**src/rtl/scan_mux_if.sv**
```systemverilog
// Channel bus and output handshake for scan_mux.
// The master side is the mux; the slave side feeds channels and consumes the output.
interface scan_mux_if #(
  parameter int N_CH = 4,
  parameter int W    = 8
);
  logic [N_CH*W-1:0] ch_data;
  logic [N_CH-1:0]   ch_valid;
  logic [W-1:0]      out_data;
  logic              out_valid;
  logic              out_ready;

  modport master (
    input  ch_data,
    input  ch_valid,
    input  out_ready,
    output out_data,
    output out_valid
  );

  modport slave (
    output ch_data,
    output ch_valid,
    output out_ready,
    input  out_data,
    input  out_valid
  );
endinterface

```
**src/rtl/scan_mux.sv**
```systemverilog
// Registered N-channel W-bit mux with fixed-select or auto-scan sequencing and a valid/ready output stage.
// Optional macro SCAN_SKIP_IDLE_EN: in scan mode, channels whose ch_valid is low are skipped immediately.
module scan_mux #(
  parameter  int N_CH  = 4,
  parameter  int W     = 8,
  parameter  int DWELL = 16,
  localparam int SW    = $clog2(N_CH)
) (
  input  logic          clk,
  input  logic          rst_n,
  scan_mux_if.master    bus,
  input  logic          mode,
  input  logic [SW-1:0] sel_in,
  input  logic          sel_load,
  output logic [SW-1:0] cur_sel,
  output logic          wrap
);
  localparam int CW = (DWELL > 1) ? $clog2(DWELL) : 1;

  logic [W-1:0]  r_out_data;
  logic          r_out_valid;
  logic [SW-1:0] r_cur_sel;
  logic [CW-1:0] r_cnt;
  logic          r_wrap;

  logic [W-1:0]  w_ch [N_CH];
  logic [W-1:0]  w_sel_data;
  logic          w_sel_valid;
  logic          w_load_en;
  logic          w_sel_legal;
  logic          w_last;
  logic          w_dwell_done;
  logic          w_skip;
  logic          w_advance;

  generate
    for (genvar gi = 0; gi < N_CH; gi++) begin : g_ch
      assign w_ch[gi] = bus.ch_data[gi*W +: W];
    end
  endgenerate

  assign w_sel_data   = w_ch[r_cur_sel];
  assign w_sel_valid  = bus.ch_valid[r_cur_sel];
  assign w_load_en    = !r_out_valid || bus.out_ready;
  assign w_sel_legal  = {1'b0, sel_in} < (SW+1)'(N_CH);
  assign w_last       = (r_cur_sel == SW'(N_CH - 1));
  assign w_dwell_done = (r_cnt == CW'(DWELL - 1));

`ifdef SCAN_SKIP_IDLE_EN
  assign w_skip = !w_sel_valid;
`else
  assign w_skip = 1'b0;
`endif

  assign w_advance = w_dwell_done || w_skip;

  // Output stage: a stalled word is held; capture uses the pre-update select.
  always_ff @(posedge clk or negedge rst_n) begin
    if (!rst_n) begin
      r_out_data  <= '0;
      r_out_valid <= 1'b0;
    end else if (w_load_en) begin
      r_out_data  <= w_sel_data;
      r_out_valid <= w_sel_valid;
    end
  end

  // Select sequencer: explicit load beats mode; an out-of-range load freezes state.
  always_ff @(posedge clk or negedge rst_n) begin
    if (!rst_n) begin
      r_cur_sel <= '0;
      r_cnt     <= '0;
      r_wrap    <= 1'b0;
    end else begin
      r_wrap <= 1'b0;
      if (sel_load) begin
        if (w_sel_legal) begin
          r_cur_sel <= sel_in;
          r_cnt     <= '0;
        end
      end else if (!mode) begin
        r_cnt <= '0;
      end else if (w_advance) begin
        r_cnt     <= '0;
        r_cur_sel <= w_last ? '0 : r_cur_sel + SW'(1);
        r_wrap    <= w_last;
      end else begin
        r_cnt <= r_cnt + CW'(1);
      end
    end
  end

  assign bus.out_data  = r_out_data;
  assign bus.out_valid = r_out_valid;
  assign cur_sel       = r_cur_sel;
  assign wrap          = r_wrap;
endmodule

```
**src/flat_wrapper.sv**
```systemverilog
// flat-port wrapper written by rule: the top's interface ports become plain ports
module scan_mux_flat 
#(
  parameter  int N_CH  = 4,
  parameter  int W     = 8,
  parameter  int DWELL = 16,
  localparam int SW    = $clog2(N_CH)
)
  (clk, rst_n, mode, sel_in, sel_load, cur_sel, wrap, bus_ch_data, bus_ch_valid, bus_out_ready, bus_out_data, bus_out_valid);
  scan_mux_if #(.N_CH(N_CH), .W(W)) bus_i ();
  input  logic clk;
  input  logic rst_n;
  input  logic mode;
  input  logic [SW-1:0] sel_in;
  input  logic sel_load;
  output logic [SW-1:0] cur_sel;
  output logic wrap;
  input wire logic [$bits(bus_i.ch_data)-1:0] bus_ch_data;
  input wire logic [$bits(bus_i.ch_valid)-1:0] bus_ch_valid;
  input wire logic [$bits(bus_i.out_ready)-1:0] bus_out_ready;
  output wire logic [$bits(bus_i.out_data)-1:0] bus_out_data;
  output wire logic [$bits(bus_i.out_valid)-1:0] bus_out_valid;
  assign bus_i.ch_data = bus_ch_data;
  assign bus_i.ch_valid = bus_ch_valid;
  assign bus_i.out_ready = bus_out_ready;
  assign bus_out_data = bus_i.out_data;
  assign bus_out_valid = bus_i.out_valid;
  scan_mux #(.N_CH(N_CH), .W(W), .DWELL(DWELL)) u_core (.clk(clk), .rst_n(rst_n), .bus(bus_i), .mode(mode), .sel_in(sel_in), .sel_load(sel_load), .cur_sel(cur_sel), .wrap(wrap));
endmodule
```
**config.mk**
```make
export PLATFORM = sky130hd
export DESIGN_NAME = scan_mux_flat
export DESIGN_NICKNAME = d
export VERILOG_FILES = /design/src/rtl/scan_mux_if.sv /design/src/rtl/scan_mux.sv /design/src/flat_wrapper.sv
export SDC_FILE = /design/constraint.sdc
export NUM_CORES = 1
export LEC_CHECK = 0
export CORE_MARGIN = 2
export CORE_UTILIZATION = 36
export CTS_CLUSTER_SIZE = 28
export DETAILED_ROUTE_END_ITERATION = 7
export GPL_ROUTABILITY_DRIVEN = 0
export MAX_ROUTING_LAYER = met4
export PLACE_DENSITY_LB_ADDON = 0.25
export SYNTH_ARGS = -nofsm -noshare
export SYNTH_HDL_FRONTEND = slang
export SYNTH_SLANG_ARGS = --single-unit
```
**constraint.sdc**
```tcl
create_clock -name clk -period 1.8 [get_ports clk]
set_clock_uncertainty 0.05 [all_clocks]
set_input_delay 0.45 -clock clk [delete_from_list [all_inputs] [get_ports clk]]
set_output_delay 0.45 -clock clk [all_outputs]
set_load 0.05 [all_outputs]
```
==> flow_metrics.tcl, run 1 <==
set metrics [dict create \
    outcome "completed" \
    grt_max_degree 17 \
    antenna_found_initial 0 \
    clock_latency_ns 0.30 \
    yosys_register_bits 16 \
    synth.distinct_cells 21 \
    rsz0062_at_grt "false" \
    grt_pass1_wl_um 3360 \
    worst_pin_slew_ns 0.244 \
    fin_tns_setup_ns 0 \
    yosysSeqAreaShare_pct 44.0 \
    hold_viol_final 0 \
    peakVddDrop_mv 0.619 \
    grt_overflow 0 \
    layout_common_cells "clkdlybuf4s50_1 (42), dfrtp_1 (15), buf_4 (14), mux4_2 (7), mux2_4 (7)" \
    required_ns 1.30 \
    hold_buffers 0 \
    areaGrowthSynthToFinish_pct 70.3 \
    routedWlPerCell_um 14.5 \
    portBuffers 54 \
    htree_levels 1 \
    ios 55 \
    tritoncts "built" \
    die_h_um 54.3 \
    hold_class "in -> async" \
    die_w_um 54.3 \
    core-area_mm2 0.00243 \
    viasPerCell 4.92 \
    power.density_mw_per_mm2 791 \
    syn_inst 62 \
    synth.avg_cell_area_um2 14.7 \
    yosysTopAreaCell "dfrtp_1" \
    firstDrtPassIters 2 \
    final_common_cell "clkdlybuf4s50_1" \
    drv_cap 0 \
    grt_usage_pct 16.9 \
    num_antenna_cells 0 \
    setup-violations-final 0 \
    cts_root_buffer "clkbuf_4" \
    dieArea_mm2 0.00294 \
    drtIter0Drc 6 \
    cp-start-kind "flop" \
    synth_warnings 0 \
    slew_viol_final 0 \
    p_leak_nw 0.687 \
    fin_crit_ns 1.64 \
    place_hpwl_um 1710 \
    nNetsFinal 168 \
    numCtsBuffers 3 \
    ant_nets 0 \
    post-route-period-util_pct 91.1 \
    initial_core_util_pct 37.4 \
    wl_um 2210 \
    hold_ws_ns 0.406 \
    cts_buffer_depth 2 \
    post_cts_buffers 0 \
    post-route-drc-count 0 \
    clk_pin_slew_ns 0.10 \
    crit_path_max_fanout 9 \
    end_kind "primary output" \
    placementRows 18 \
    cts.sinks 16 \
    cp.arrival_ns 1.14 \
    cts_resized 0 \
    yosysTopAreaCellShare_pct 44.0 \
    num_vias 748 \
    drive_above_1_share_pct 30.3 \
    max_freq_mhz 610 \
    critPathKind "reg -> out" \
    grt_pass1_vias 704 \
    synth_area_leaders "dfrtp_1 (44%), mux4_2 (17%), mux2_4 (12%)" \
    syn_area_um2 910 \
    slew_headroom_pct 83.7 \
    synthesis.nets 107 \
]
## worst max-delay path, stage by stage, from the launching register on
cell	delay, ns
dfrtp_2	0.51
buf_4	0.19
buf_12	0.14
## sequential cells by signal, summed over array words and instances (netlist names)
signal,flops
u_core.bus.out_data,8
u_core.bus.out_valid,1
u_core.r_cnt,4
u_core.wrap,1
u_core.cur_sel,2
## cell usage after synthesis
library cell,n
nand2_1,3
and4b_1,1
mux2_2,1
a21oi_1,2
xnor2_1,1
mux4_1,2
and3_1,1
ha_1,2
nand4b_1,1
nand2b_1,2
inv_1,3
nand4_1,1
buf_2,2
dfrtp_1,16
mux2_4,7
mux2i_1,2
o21ai_0,3
mux4_2,7
buf_6,1
nor2_1,3
nor3_1,1
## worst paths after layout
| kind | start | end | slack [ns] | cells after the start |
|---|---|---|---|---|
| worst min-delay path | rst_n | u_core.bus.out_data[7] | 0.41 | 2 |
| max in group asynchronous | rst_n | u_core.cur_sel[0] | 1.08 | 2 |
| min in group clk | u_core.r_cnt[0] | u_core.r_cnt[0] | 0.47 | 1 |
| worst min register to register | u_core.r_cnt[0] | u_core.r_cnt[0] | 0.47 | 1 |
| worst max register to register | u_core.cur_sel[0] | u_core.bus.out_data[3] | 0.16 | 3 |
| worst max-delay path | u_core.cur_sel[0] | cur_sel[0] | 0.16 | 2 |
## routing by layer
| metal | track usage, % | part of all wire (%) | up-vias |
|---|---|---|---|
| met3 | 6.01 | 8.4 | 2 |
| met5 | - | 0 | - |
| met2 | 26.9 | 50 | 31 |
| met1 | 20.7 | 41 | 358 |
| met4 | 3.75 | 0.27 | 0 |
| li1 | - | - | 357 |
## through the flow
stage / instance area (µm²) / setup WS [ns] / cells / power, mW / util (%)
after CTS: 1550 / 0.134 / 152 / 1.24 / 63.7
after floorplan: 911 / 0.143 / 62 / 0.760 / -
after global placement: 1510 / 0.0355 / 148 / 0.981 / 62.2
final: 1550 / 0.160 / 152 / 1.22 / 63.7
after global routing: 1550 / 0.0858 / 152 / 1.29 / 63.7
after detailed placement: 1510 / 0.0109 / 148 / 0.989 / 62.2
## cells by family after synthesis
kind of cell	share of synthesized area [%]
mux	38.1
buf+inv	3.58
fa+ha+maj	2.75
xor+xnor	0.963
simple gates	7.84
flops	44.0
compound gates	2.75
## power by group
part / switching (mW) / internal (mW)
combinational: 0.260 / 0.271
clock: 0.124 / 0.123
sequential: 0.0374 / 0.408
total: 0.422 / 0.803
## cell type report
type                    instances  area (µm²)
multi-input cells              40         477
repair buffers                 59         586
inverters                       3        11.3
fillers                       202         883
well taps                      30        37.5
clock buffers                   4        36.3
flip-flops and latches         16         402
Note: power is estimated with default switching activity, not from simulation.
==> run 2: changes to the inputs <==
CTS_CLUSTER_SIZE = 10   (was 28)
==> results of run 2 <==
The final DEF is identical to that of run 1; final timing and power are the same.
==> run 3: changes to the inputs <==
PLACE_DENSITY = 0.78   (was default)
PLACE_DENSITY_LB_ADDON = default   (was 0.25)
RECOVER_POWER = 25   (was default)
==> run 3 against run 2 <==
- register-to-register slack hardly changed
- worst hold slack better by 0.059 ns
- fmax is 0.25% lower
- clock-buffer cell count stayed put
- die area stayed put
- sequential power is 1% higher
- critical path type is now reg -> reg
- cell count is 0.66% lower
- global-route usage is 1.2 points higher
==> flow_metrics.tcl, run 3 (synthesized netlist as in run 1, its figures left out) <==
set metrics [dict create \
    required_ns 1.94 \
    cp_cell_sequence "mux4_1 > mux2_2" \
    routedWlPerCell_um 16.5 \
    largest_register_ffs 8 \
    wl_um 2500 \
    cp.arrival_ns 1.78 \
    numCtsBuffers 3 \
    cpLargestDelayFamily "multiplexers" \
    peakVddDrop_mv 0.532 \
    firstDrtPassIters 4 \
    nNetsFinal 167 \
    stdcell_count 151 \
    die_w_um 54.3 \
    post-route-period-util_pct 91.3 \
    clock_latency_ns 0.29 \
    power.density_mw_per_mm2 800 \
    hold_buffers 0 \
    critPathKind "reg -> reg" \
    rsz0062_at_grt "false" \
    portBuffers 54 \
    die_h_um 54.3 \
    grt_max_degree 17 \
    cts_root_buffer "clkbuf_4" \
    clk_pin_slew_ns 0.10 \
    num_vias 771 \
    grt_overflow 0 \
    critPathSlowestCell "dfrtp_2" \
    setup_ws_ns 0.156 \
    met2_length_um 1140 \
    htree_levels 1 \
    drtIter0Drc 4 \
    setup-violations-final 0 \
    fin_crit_ns 1.64 \
    ios 55 \
    ant_nets 0 \
    p_leak_nw 0.673 \
    dieArea_mm2 0.00294 \
    worst_pin_slew_ns 0.905 \
    post-place-ws_ns 0.0188 \
    viasPerCell 5.11 \
    post_cts_buffers 0 \
    drive_above_1_share_pct 28.9 \
    grt_usage_pct 18.1 \
    cts_buffer_depth 2 \
    end_kind "flop" \
    cts_resized 0 \
    top_layer "met4" \
    grt_pass1_vias 761 \
    crit_path_max_fanout 13 \
    max_freq_mhz 608 \
    tritoncts "built" \
    met1_length_um 1030 \
    core-area_mm2 0.00243 \
    areaGrowthSynthToFinish_pct 67.7 \
    drv_cap 0 \
    path_buf_inv 0 \
    slew_headroom_pct 39.7 \
    hold_class "reg -> reg" \
    hold_viol_final 0 \
    cp-start-kind "flop" \
    final_common_cell "clkdlybuf4s50_1" \
    slew_viol_final 0 \
    place_hpwl_um 1940 \
    antenna_found_initial 0 \
    num_antenna_cells 0 \
    outcome "completed" \
    post-route-drc-count 0 \
    place_inst 147 \
    grt_pass1_wl_um 3610 \
    cts.sinks 16 \
    initial_core_util_pct 37.4 \
    hold_ws_ns 0.465 \
    slowest_delay_ns 0.63 \
    layout_common_cells "clkdlybuf4s50_1 (41), dfrtp_1 (15), buf_4 (13), mux4_2 (7), mux2_4 (7)" \
    placementRows 18 \
    fin_tns_setup_ns 0 \
    met3_length_um 314 \
]
[run 3: report_power, final]
group	leakage [nW]	internal (mW)	total, mW	switching, mW
Sequential	0.196	0.408	0.451	0.0430
Clock	0.0210	0.123	0.248	0.125
Combinational	0.456	0.262	0.521	0.259
[run 3: metrics by stage]
stage	util [%]	cell area, µm²	total power [mW]
4_1_cts	62.9	1530	1.23
6_report	62.7	1530	1.22
5_1_grt	62.7	1530	1.28
2_1_floorplan	-	911	0.760
3_5_place_dp	61.4	1490	0.982
3_3_place_gp	61.4	1490	0.972
[run 3: final timing paths]
path                              startpoint                      to  slack, ns  cells after the start
max                        u_core.cur_sel[0]  u_core.bus.out_data[2]       0.16                      2
min reg2reg                  u_core.r_cnt[0]         u_core.r_cnt[0]       0.46                      1
max reg2reg                u_core.cur_sel[0]  u_core.bus.out_data[2]       0.16                      2
max in group asynchronous              rst_n       u_core.cur_sel[0]       0.34                      2
min in group asynchronous              rst_n  u_core.bus.out_data[7]       0.74                      2
min                          u_core.r_cnt[0]         u_core.r_cnt[0]       0.46                      1
[run 3: area by class of cell]
type / count / area (µm²)
Sequential cell: 16 / 402
Fill cell: 195 / 907
Tap cell: 30 / 37.5
Multi-Input combinational cell: 40 / 477
Timing Repair Buffer: 58 / 562
Inverter: 3 / 11.3
Clock buffer: 4 / 36.3
[run 3: metal layers]
metal  GRT usage (%)  up-vias
li1                -      355
met1            20.3      374
met2            30.1       40
met3            7.65        2
met4            3.75        0
met5               -        -
[run 3: worst reg2reg max path, cell delays in order, from the launching register on]
cell     delay [ns]
dfrtp_2        0.63
mux4_1         0.60
mux2_2         0.27
